<file path="config.mk">
export PLATFORM = sky130hd
export DESIGN_NAME = gary_bus_ctrl
export DESIGN_NICKNAME = d
export VERILOG_FILES = /design/src/rtl/gary_bus_pkg.sv /design/src/rtl/gary_region_decode.sv /design/src/rtl/gary_bus_ctrl.sv
export SDC_FILE = /design/constraint.sdc
export NUM_CORES = 1
export LEC_CHECK = 0
export CAP_MARGIN = 20
export CORE_MARGIN = 5
export CORE_UTILIZATION = 36
export CTS_CLUSTER_SIZE = 28
export DETAILED_ROUTE_END_ITERATION = 12
export MAX_ROUTING_LAYER = met4
export PLACE_DENSITY_LB_ADDON = 0.2
export SETUP_SLACK_MARGIN = 0.15
export SYNTH_ARGS = -nofsm -noshare
export SYNTH_HDL_FRONTEND = slang
export SYNTH_SLANG_ARGS = --single-unit
</file>
<file path="constraint.sdc">
create_clock -name clk -period 3.3 [get_ports clk]
set_input_delay 0.495 -clock clk [delete_from_list [all_inputs] [get_ports clk]]
set_output_delay 0.495 -clock clk [all_outputs]
set_load 0.05 [all_outputs]
</file>
<file path="src/rtl/gary_bus_pkg.sv">
// Shared types for the gary bus controller: cycle states and per-region decode configuration.
package gary_bus_pkg;

    localparam int DEC_W_MAX  = 24;
    localparam int WAIT_W_MAX = 16;

    typedef enum logic [2:0] {
        ST_IDLE   = 3'd0,
        ST_DECODE = 3'd1,
        ST_WAIT   = 3'd2,
        ST_ACK    = 3'd3,
        ST_BERR   = 3'd4,
        ST_PASS   = 3'd5
    } busState_e;

    typedef struct packed {
        logic [DEC_W_MAX-1:0]  base;
        logic [DEC_W_MAX-1:0]  mask;
        logic [WAIT_W_MAX-1:0] waitStates;
        logic                  ext;
        logic                  vpa;
        logic                  ro;
    } region_cfg_t;

    // Fields arrive as slices of the flat configuration ports, zero-extended to the max widths.
    function automatic region_cfg_t unpackRegion(
        input logic [DEC_W_MAX-1:0]  base,
        input logic [DEC_W_MAX-1:0]  mask,
        input logic [WAIT_W_MAX-1:0] waitStates,
        input logic                  ext,
        input logic                  vpa,
        input logic                  ro
    );
        region_cfg_t cfg;
        cfg.base       = base;
        cfg.mask       = mask;
        cfg.waitStates = waitStates;
        cfg.ext        = ext;
        cfg.vpa        = vpa;
        cfg.ro         = ro;
        return cfg;
    endfunction

endpackage

</file>
<file path="src/rtl/gary_region_decode.sv">
// Combinational priority matcher: lowest-index region whose masked base matches the address wins.
module gary_region_decode
    import gary_bus_pkg::*;
#(
    parameter int NUM_REGIONS = 8,
    parameter int DEC_W       = 7,
    parameter int IDX_W       = 3
) (
    input  logic [DEC_W-1:0]       addr,
    input  logic                   rw,
    input  region_cfg_t            cfg [NUM_REGIONS],
    output logic                   hit,
    output logic [IDX_W-1:0]       idx,
    output logic [NUM_REGIONS-1:0] oneHot
);

    logic [NUM_REGIONS-1:0] match_s;
    logic                   taken_s;

    // Per-region match followed by a lowest-index-first priority chain
    always_comb begin
        match_s = {NUM_REGIONS{1'b0}};
        oneHot  = {NUM_REGIONS{1'b0}};
        idx     = {IDX_W{1'b0}};
        taken_s = 1'b0;
        for (int i = 0; i < NUM_REGIONS; i++) begin
            match_s[i] = ((((addr ^ cfg[i].base[DEC_W-1:0]) & cfg[i].mask[DEC_W-1:0])
                          == {DEC_W{1'b0}}) && (rw || !cfg[i].ro));
            oneHot[i]  = match_s[i] & ~taken_s;
            taken_s    = taken_s | match_s[i];
            idx        = idx | ({IDX_W{oneHot[i]}} & IDX_W'(i));
        end
        hit = taken_s;
    end

endmodule

</file>
<file path="src/rtl/gary_bus_ctrl.sv">
// Chip-bus address decoder and cycle terminator: region select, wait states, nDTACK/nVPA, bus-error timeout.
// Optional feature macro: GARY_BUS_TIMEOUT_EN enables the unclaimed-cycle timeout and nBERR.
module gary_bus_ctrl
    import gary_bus_pkg::*;
#(
    parameter int NUM_REGIONS = 8,
    parameter int DEC_W       = 7,
    parameter int WAIT_W      = 4,
    parameter int TO_CYCLES   = 256
) (
    input  logic                          clk,
    input  logic                          nRESET,
    input  logic                          nAS,
    input  logic                          RW,
    input  logic                          nOVR,
    input  logic                          XRDY,
    input  logic [DEC_W-1:0]              A,
    input  logic [NUM_REGIONS*DEC_W-1:0]  region_base,
    input  logic [NUM_REGIONS*DEC_W-1:0]  region_mask,
    input  logic [NUM_REGIONS*WAIT_W-1:0] region_wait,
    input  logic [NUM_REGIONS-1:0]        region_ext,
    input  logic [NUM_REGIONS-1:0]        region_vpa,
    input  logic [NUM_REGIONS-1:0]        region_ro,
    output logic [NUM_REGIONS-1:0]        nSEL,
    output logic                          nDTACK,
    output logic                          nVPA,
    output logic                          nBERR,
    output logic                          busy
);

    localparam int IDX_W = (NUM_REGIONS > 1) ? $clog2(NUM_REGIONS) : 1;

    region_cfg_t            cfg_s [NUM_REGIONS];
    busState_e              state_r;
    busState_e              nextState_s;
    logic [DEC_W-1:0]       aLat_r;
    logic                   rwLat_r;
    logic                   hit_r;
    logic [IDX_W-1:0]       selIdx_r;
    logic [WAIT_W-1:0]      waitCnt_r;
    logic                   decHit_s;
    logic [IDX_W-1:0]       decIdx_s;
    logic [NUM_REGIONS-1:0] decOh_s;
    logic                   waitDone_s;
    logic                   timeout_s;
    logic [NUM_REGIONS-1:0] nSelNext_s;
    logic                   nDtackNext_s;
    logic                   nVpaNext_s;
    logic                   nBerrNext_s;
    logic                   unusedCfg_s;

    for (genvar i = 0; i < NUM_REGIONS; i++) begin : g_cfg
        assign cfg_s[i] = unpackRegion(DEC_W_MAX'(region_base[i*DEC_W +: DEC_W]),
                                       DEC_W_MAX'(region_mask[i*DEC_W +: DEC_W]),
                                       WAIT_W_MAX'(region_wait[i*WAIT_W +: WAIT_W]),
                                       region_ext[i], region_vpa[i], region_ro[i]);
    end

    // Upper bits of the max-width config fields are zero-fill only
    always_comb begin
        unusedCfg_s = 1'b0;
        for (int i = 0; i < NUM_REGIONS; i++) begin
            unusedCfg_s = unusedCfg_s ^ (^cfg_s[i]);
        end
    end

    gary_region_decode #(
        .NUM_REGIONS (NUM_REGIONS),
        .DEC_W       (DEC_W),
        .IDX_W       (IDX_W)
    ) u_decode (
        .addr   (aLat_r),
        .rw     (rwLat_r),
        .cfg    (cfg_s),
        .hit    (decHit_s),
        .idx    (decIdx_s),
        .oneHot (decOh_s)
    );

    assign waitDone_s = hit_r && (waitCnt_r == {WAIT_W{1'b0}}) && (!cfg_s[selIdx_r].ext || XRDY);

`ifdef GARY_BUS_TIMEOUT_EN
    localparam int TO_W = $clog2(TO_CYCLES);
    logic [TO_W-1:0] toCnt_r;

    // Timeout counter: cleared on leaving DECODE, counts every edge spent in WAIT
    always_ff @(posedge clk or negedge nRESET) begin
        if (!nRESET) begin
            toCnt_r <= {TO_W{1'b0}};
        end else if (state_r == ST_DECODE) begin
            toCnt_r <= {TO_W{1'b0}};
        end else if (state_r == ST_WAIT) begin
            toCnt_r <= toCnt_r + TO_W'(1'b1);
        end else begin
            toCnt_r <= toCnt_r;
        end
    end

    assign timeout_s = (toCnt_r == TO_W'(TO_CYCLES - 1));
`else
    localparam int unusedToCycles = TO_CYCLES;
    assign timeout_s = 1'b0;
`endif

    // State register
    always_ff @(posedge clk or negedge nRESET) begin
        if (!nRESET) begin
            state_r <= ST_IDLE;
        end else begin
            state_r <= nextState_s;
        end
    end

    // Next-state logic; nAS going high aborts or terminates any owned cycle
    always_comb begin
        nextState_s = state_r;
        case (state_r)
            ST_IDLE:   nextState_s = nAS ? ST_IDLE : (nOVR ? ST_DECODE : ST_PASS);
            ST_DECODE: nextState_s = nAS ? ST_IDLE : ST_WAIT;
            ST_WAIT: begin
                if (nAS) begin
                    nextState_s = ST_IDLE;
                end else if (waitDone_s) begin
                    nextState_s = ST_ACK;
                end else if (timeout_s) begin
                    nextState_s = ST_BERR;
                end else begin
                    nextState_s = ST_WAIT;
                end
            end
            ST_ACK:    nextState_s = nAS ? ST_IDLE : ST_ACK;
            ST_BERR:   nextState_s = nAS ? ST_IDLE : ST_BERR;
            ST_PASS:   nextState_s = nAS ? ST_IDLE : ST_PASS;
            default:   nextState_s = ST_IDLE;
        endcase
    end

    // Address latch, decode result capture and wait-state down-counter
    always_ff @(posedge clk or negedge nRESET) begin
        if (!nRESET) begin
            aLat_r    <= {DEC_W{1'b0}};
            rwLat_r   <= 1'b0;
            hit_r     <= 1'b0;
            selIdx_r  <= {IDX_W{1'b0}};
            waitCnt_r <= {WAIT_W{1'b0}};
        end else begin
            if (state_r == ST_IDLE && !nAS) begin
                aLat_r  <= A;
                rwLat_r <= RW;
            end else begin
                aLat_r  <= aLat_r;
                rwLat_r <= rwLat_r;
            end
            if (state_r == ST_DECODE) begin
                hit_r     <= decHit_s;
                selIdx_r  <= decIdx_s;
                waitCnt_r <= decHit_s ? cfg_s[decIdx_s].waitStates[WAIT_W-1:0] : waitCnt_r;
            end else if (state_r == ST_WAIT && hit_r && waitCnt_r != {WAIT_W{1'b0}}) begin
                waitCnt_r <= waitCnt_r - WAIT_W'(1'b1);
            end else begin
                waitCnt_r <= waitCnt_r;
            end
        end
    end

    // Output values for the state being entered, so every output changes on the same edge as the state
    always_comb begin
        nSelNext_s   = {NUM_REGIONS{1'b1}};
        nDtackNext_s = 1'b1;
        nVpaNext_s   = 1'b1;
        nBerrNext_s  = 1'b1;
        case (nextState_s)
            ST_WAIT: nSelNext_s = (state_r == ST_DECODE) ? ~decOh_s : nSEL;
            ST_ACK: begin
                nSelNext_s   = nSEL;
                nDtackNext_s = cfg_s[selIdx_r].vpa;
                nVpaNext_s   = ~cfg_s[selIdx_r].vpa;
            end
            ST_BERR: begin
                nSelNext_s = nSEL;
`ifdef GARY_BUS_TIMEOUT_EN
                nBerrNext_s = 1'b0;
`else
                nBerrNext_s = 1'b1;
`endif
            end
            default: nSelNext_s = {NUM_REGIONS{1'b1}};
        endcase
    end

    // Output registers
    always_ff @(posedge clk or negedge nRESET) begin
        if (!nRESET) begin
            nSEL   <= {NUM_REGIONS{1'b1}};
            nDTACK <= 1'b1;
            nVPA   <= 1'b1;
            nBERR  <= 1'b1;
            busy   <= 1'b0;
        end else begin
            nSEL   <= nSelNext_s;
            nDTACK <= nDtackNext_s;
            nVPA   <= nVpaNext_s;
            nBERR  <= nBerrNext_s;
            busy   <= (nextState_s != ST_IDLE);
        end
    end

endmodule

</file>
---- Yosys cells after proc, flatten, opt, wreduce, memory -nomap -nowiden ----
Cells that the tools add are included.
storage, ports and cells
  register bits ........................... 30
  latch bits .............................. 0
  RAM bits ................................ 0
  ROM bits ................................ 0
  bits of input ports ..................... 181
  output and inout bits ................... 12
  memories kept ........................... 0
operators by class
  add/subtract/negate cells ............... 1
  multipliers ............................. 0
  divide/modulo/power cells ............... 0
  $lt $le $gt $ge ......................... 2
  eq/ne operators ......................... 10
  shifts and indexed selects .............. 0
  muxes and demuxes ....................... 22
  bitwise operators ....................... 48
  reductions and logical operators ........ 48
operators by type and width
  operator                                                          count
  67-bit binary-select mux with 3-bit select                        2
  7-bit AND                                                         8
  7-bit zero test                                                   8
  7-bit bitwise XOR                                                 8
  3-bit 2-to-1 mux                                                  6
  3-bit case mux with 6 select lines                                1
  8-bit case mux with 2 select lines                                1
  7-bit 2-to-1 mux                                                  2
  1-bit logical AND                                                 13
  3-bit by 2-bit == test with 1-bit output (second input constant)  4
  4-bit 2-to-1 mux                                                  3
  3-bit bitwise OR                                                  4
  1-bit zero test                                                   10
  3-bit == test (second input constant)                             3
  1-bit logical OR                                                  9
  1-bit inverter                                                    9
  4-bit >= comparator (second input constant)                       2
  8-bit 2-to-1 mux                                                  1
  3-bit inverter with 4-bit output                                  2
  8-bit inverter                                                    1
  1-bit AND                                                         7
  1-bit bitwise OR                                                  7
  2-bit 2-to-1 mux                                                  3
  4-bit zero test                                                   1
  12 further kinds                                                  16

---- Depth between registers and ports, before layout ----
  depth in word-level cells ............... 19
  depth in mapped cells ................... 12

---- By module ----
From an unflattened synthesis, not the netlist that was laid out.
unflattened totals
  cells, all modules ...................... 285
  area total of the unflattened synthesis .. 2831.5 sq um
modules (own cells, without submodules)
  module              instances  cells an instance  area an instance (sq um)  sequential area each (sq um)
  gary_bus_ctrl       1          151                1774.2                    763.2
  gary_region_decode  1          134                1057.3                    0.0

---- Worst setup path after synthesis ----
OpenSTA, ideal clock, no wires.
  path type ............................... register to register
  start ................................... register aLat_r[3]
  end ..................................... register waitCnt_r[2]
  arrival ................................. 2626 ps
  path slack .............................. 550 ps
  stages on the path, launching flop included .. 13
  period minus slack after synthesis ...... 2750 ps
  cells stage by stage .................... dfrtp_1 buf_6 xor2_1 a22oi_1 nand4_1 and3_1 buf_2 o21a_2 nor2_2 buf_6 mux4_2 and2_1 a211o_1
between the ends
  word-level cells in the longest chain between the ends .. 19
  elaborated cells on any way between the ends .. 67
RTL lines
  element                                                       line                                                source
  from (decl)                                                   gary_bus_ctrl.sv:36                                 logic [DEC_W-1:0] aLat_r;
  from (signal assigned)                                        gary_bus_ctrl.sv:141                                aLat_r <= {DEC_W{1'b0}};
  from (signal assigned)                                        gary_bus_ctrl.sv:151                                aLat_r <= aLat_r;
  7-bit bitwise XOR                                             gary_region_decode.sv:27                            match_s[i] = ((((addr ^ cfg[i].base[DEC_W-1:0]) & cfg[i].mask[DEC_W-1:0])
  7-bit AND                                                     gary_region_decode.sv:27
  7-bit zero test                                               gary_region_decode.sv:27
  1-bit logical AND                                             gary_region_decode.sv:28                            == {DEC_W{1'b0}}) && (rw || !cfg[i].ro));
  1-bit bitwise OR                                              gary_region_decode.sv:30                            taken_s = taken_s | match_s[i];
  1-bit bitwise OR or 1-bit inverter (tied branches)            gary_region_decode.sv:30, gary_region_decode.sv:29
  1-bit bitwise OR, or another cell as far along (2 in series)  gary_region_decode.sv:30
  1-bit inverter, or another cell as far along                  gary_region_decode.sv:29                            oneHot[i] = match_s[i] & ~taken_s;
  1-bit AND, or another cell as far along                       gary_region_decode.sv:29
  3-bit bitwise OR, or another cell as far along                gary_region_decode.sv:31                            idx = idx | ({IDX_W{oneHot[i]}} & IDX_W'(i));
  3-bit bitwise OR or 1-bit AND (tied branches)                 gary_region_decode.sv:31, gary_region_decode.sv:29
  3-bit bitwise OR                                              gary_region_decode.sv:31
  3-bit inverter with 4-bit output (not written as such)        gary_bus_ctrl.sv:157                                waitCnt_r <= decHit_s ? cfg_s[decIdx_s].waitStates[WAIT_W-1:0] : waitCnt_r;
  67-bit binary-select mux with 3-bit select                    gary_bus_ctrl.sv:157
  7-bit 2-to-1 mux (not written as such) (2 in series)          gary_bus_ctrl.sv:157
  4-bit 2-to-1 mux                                              gary_bus_ctrl.sv:157
  4-bit 2-to-1 mux                                              gary_bus_ctrl.sv:154                                if (state_r == ST_DECODE) begin
  to (signal assigned)                                          gary_bus_ctrl.sv:157
  to (signal assigned)                                          gary_bus_ctrl.sv:159                                waitCnt_r <= waitCnt_r - WAIT_W'(1'b1);
  to (signal assigned)                                          gary_bus_ctrl.sv:161                                waitCnt_r <= waitCnt_r;
  to (decl)                                                     gary_bus_ctrl.sv:40                                 logic [WAIT_W-1:0] waitCnt_r;
Several ways; a longest one is shown, not always the timed one. The select of a mux whose other input is x is not followed.
A chain may end at the register's enable or synchronous reset.

---- Worst setup path in the final report ----
  start ................................... input port region_base[31]
  end ..................................... register waitCnt_r[2]
between the ends
  word-level cells in the longest chain between the ends .. 16
  elaborated cells on any way between the ends .. 27
RTL lines
  element                                                 line                                                source
  from (decl)                                             gary_bus_ctrl.sv:18                                 input logic [NUM_REGIONS*DEC_W-1:0] region_base,
  7-bit bitwise XOR *                                     gary_region_decode.sv:27
  7-bit AND *                                             gary_region_decode.sv:27
  7-bit zero test *                                       gary_region_decode.sv:27
  1-bit logical AND *                                     gary_region_decode.sv:28
  1-bit bitwise OR                                        gary_region_decode.sv:30
  1-bit inverter or 1-bit bitwise OR (tied branches)      gary_region_decode.sv:29, gary_region_decode.sv:30
  1-bit AND, or another cell as far along                 gary_region_decode.sv:29
  3-bit bitwise OR, or another cell as far along          gary_region_decode.sv:31
  3-bit bitwise OR or 1-bit AND (tied branches)           gary_region_decode.sv:31, gary_region_decode.sv:29
  3-bit bitwise OR                                        gary_region_decode.sv:31
  3-bit inverter with 4-bit output (not written as such)  gary_bus_ctrl.sv:157
  67-bit binary-select mux with 3-bit select              gary_bus_ctrl.sv:157
  7-bit 2-to-1 mux (not written as such) (2 in series)    gary_bus_ctrl.sv:157
  4-bit 2-to-1 mux                                        gary_bus_ctrl.sv:157
  4-bit 2-to-1 mux                                        gary_bus_ctrl.sv:154
Mark *: on every way between the ends. The rest lies on a longest branch, timed or not. The select of a mux whose other input is x is not followed.

==> flow_metrics.py <==
metrics = {
    "synth": {
        "synth_compound_area_share_pct": 18.79,
        "synth-adder-area-share_pct": 0.9033,
        "synth_top_family_by_area": "compound AO/OA/AOI/OAI gates",
        "synth_simple_gate_area_share_pct": 16.12,
        "synth_edf_count": 0,
        "yosysWarnings": 0,
        "synth_xor_xnor_area_share_pct": 17.71,
        "netlist_area_mm2": 0.002770,
        "yosysUniqueCellTypes": 57,
        "async_reset_ff_share_pct": 100.0,
        "avgSynthCellArea_um2": 9.552,
        "ys_seq_elements": 30,
        "synth.yosys.seq_area_share_pct": 27.55,
        "synth_nets": 473,
        "yosys_most_used_dff": "dfrtp_1",
        "synth_cells": 290,
        "synth.mux.area_fraction_pct": 14.00,
    },
    "floorplan": {
        "design.core.area_mm2": 0.007607,
        "die_x_um": 97.72,
        "row_count": 32,
        "dieArea_mm2": 0.009549,
        "fp.dieH_um": 97.72,
        "num_io_pins": 193,
        "start_util_pct": 36.41,
    },
    "worst_setup_path": {
        "reg2regPathDepth": 10,
        "worstPathRequired_ns": 3.47,
        "rr_startpoint": "aLat_r[3]$_DFFE_PN0P_",
        "r2r_setup_slack_ns": 0.35,
        "crit_slowest_cell": "mux4_2",
        "startpoint_type": "input port",
        "cp_cell_sequence": "clkdlybuf4s50_1 -> xor2_1 -> a22oi_1 -> and4_2 -> o21ai_1 -> o21a_2 -> nor2_4 -> buf_4 -> mux4_2 -> and2_1 -> a211o_1",
        "worstSetupPathType": "input port to register",
        "crit_path_max_fanout": 3,
        "cp_data_arrival_time_ns": 3.18,
        "endpoint_kind": "register",
        "worstReg2RegEnd": "waitCnt_r[2]$_DFFE_PN0P_",
        "cpPeakStageDelay_ns": 0.48,
    },
    "timing": {
        "finalHoldViolations": 0,
        "setup_violations": 0,
        "holdWs_ns": 0.5181,
        "relSlewSlack_pct": 63.92,
        "final_max_slew_viol_count": 0,
        "rsz0062_at_grt": "false",
        "setup_ws_ns": 0.2909,
        "min_period_over_period_pct": 91.18,
        "fmax_ghz": 0.3323,
        "tns_ns": 0,
        "tightest_slew_ns": 0.5412,
        "skew_ns": 0.006474,
        "fin_crit_ns": 3.009,
    },
    "grt": {
        "grt_antenna_before_repair": 0,
        "first_global_vias": 3276,
        "overflow": 0,
        "grt_max_degree": 25,
        "grtUsageTotal_pct": 23.60,
        "grt_pass1_wl_um": 17430,
    },
    "final_layout": {
        "nNetsFinal": 671,
        "stdcell_area_mm2": 0.004950,
        "multi_input_area_mm2": 0.001887,
        "fillers": 626,
        "regArea_um2": 767.0,
        "layout.cells.non_filler": 591,
        "finalCoreUtilization_pct": 65.07,
        "final_cell_mix": "clkdlybuf4s50_1 (191), xor2_1 (56), a22oi_1 (25)",
        "drive_gt1_share_pct": 13.09,
        "area_delta_synth_final_pct": 78.68,
        "layout_commonest_cell": "clkdlybuf4s50_1",
        "antenna_cells": 0,
    },
    "detailed_routing": {
        "dr_total_vias": 3078,
        "routedWlPerCell_um": 19.08,
        "drt-total-wl_um": 11280,
        "dr.first_iter.drc_count": 133,
        "dr.pass1.iters": 4,
        "ant_nets": 0,
        "vias_per_cell": 5.208,
        "drc": 0,
    },
    "power": {
        "p_total_mw": 2.690,
        "p_leak_nw": 2.012,
        "irDropWorstVdd_v": 0.0003358,
        "power-per-cell-area_mw_per_mm2": 543.5,
    },
    "placed_design": {
        "routabilityCongestion": 0.8994,
        "port-buffer-count": 191,
        "pre_cts_slack_ns": -0.04551,
        "place_area_mm2": 0.004815,
        "placed_cells": 582,
        "dp_hpwl_um": 9456,
    },
    "clock_tree": {
        "clockBufferDepth": 2,
        "clk-insertion-delay-late_ns": 0.28,
        "clkSinkCount": 30,
        "cts_buffers": 5,
        "clk_pin_slew_ns": 0.07,
        "post_cts_buffers": 0,
        "htree_levels": 2,
        "cts_tree": "done",
        "root_buffer": "clkbuf_8",
    },
    "flow_run": {
        "maxCapViolations": 0,
    },
    "worst_hold_path": {
        "min_to": "nSEL[5]$_DFFE_PN1P_",
        "min_from": "nSEL[5]$_DFFE_PN1P_",
        "holdPathStages": 1,
        "hold_path_class": "register to register",
    },
    "outcome": {
        "outcome": "finished, final reports clean",
    },
}
[power by group]
part / total (mW) / switching, mW / internal (mW)
Sequential: 0.726 / 0.255 / 0.471
Combinational: 1.61 / 0.723 / 0.892
Clock: 0.349 / 0.139 / 0.210
[routing by layer]
layer	GRT usage (%)	wire length (µm)	vias up
met5	-	0	-
met4	6.177	215	0
met3	3.877	614	20
met2	41.17	5833	116
met1	28.24	4613	1466
li1	-	-	1476
[repair_timing]
item	in CTS	in global routing
gates resized for setup	0	5
hold buffers	0	0
setup endpoints to repair	0	4
[sequential cells by signal (all words and copies together) (netlist names)]
register and cells:
nVPA 1, aLat_r 7, nDTACK 1, selIdx_r 3, waitCnt_r 4, state_r 3
nSEL 8, rwLat_r 1, busy 1, hit_r 1
[synth_stat cells (6+ instances only)]
master | count | area [µm²]
xor2_1 | 56 | 490.5
a22oi_1 | 25 | 187.7
dfrtp_1 | 20 | 500.5
a21oi_1 | 15 | 75.07
nand2_1 | 15 | 56.30
mux2i_1 | 11 | 110.1
dfstp_2 | 10 | 262.8
nand4_1 | 10 | 62.56
nor2_1 | 10 | 37.54
mux2_2 | 9 | 101.4
nand2b_1 | 9 | 56.30
nor2b_1 | 8 | 50.05
o21ai_0 | 7 | 35.03
buf_6 | 6 | 67.56
clkbuf_1 | 6 | 22.52
mux4_2 | 6 | 135.1
nand3_1 | 6 | 30.03
[worst max path at each step]
stage	endpoint	slack, ns	startpoint
3_3_place_gp	waitCnt_r[2]$_DFFE_PN0P_	0.01	region_base[31]
4_1_cts	waitCnt_r[2]$_DFFE_PN0P_	0.23	aLat_r[5]$_DFFE_PN0P_
6_report	waitCnt_r[2]$_DFFE_PN0P_	0.29	region_base[31]
2_1_floorplan	waitCnt_r[2]$_DFFE_PN0P_	0.55	aLat_r[3]$_DFFE_PN0P_
3_5_place_dp	waitCnt_r[2]$_DFFE_PN0P_	-0.05	region_base[31]
5_1_grt	waitCnt_r[3]$_DFFE_PN0P_	0.19	aLat_r[3]$_DFFE_PN0P_
[layout make-up]
| cell class | instances | area share (%) |
|---|---|---|
| Clock buffer | 8 | 2.224 |
| Inverter | 3 | 0.2275 |
| Multi-Input combinational cell | 240 | 38.12 |
| Sequential cell | 30 | 15.50 |
| Tap cell | 102 | 2.578 |
| Timing Repair Buffer | 208 | 41.35 |
[logic make-up (layout without fill, tap and decap cells)]
group / count (synthesis) / in the layout
other: 1 / 1
AOI/OAI and AO/OA: 74 / 74
adders and majority gates: 2 / 2
xor gates and xnor gates: 56 / 56
and+or+nand+nor: 79 / 79
DFF: 30 / 30
muxes: 28 / 28
buffers and inverters: 20 / 219
[critical path, delay by kind of cell]
family	cells	cell delay (ns)
XOR/XNOR	1	0.15
buffers and inverters	2	0.57
AO/OA/AOI/OAI	4	0.85
multiplexers	1	0.48
AND/OR/NAND/NOR	3	0.64
Power figures use the tool's default switching activity.
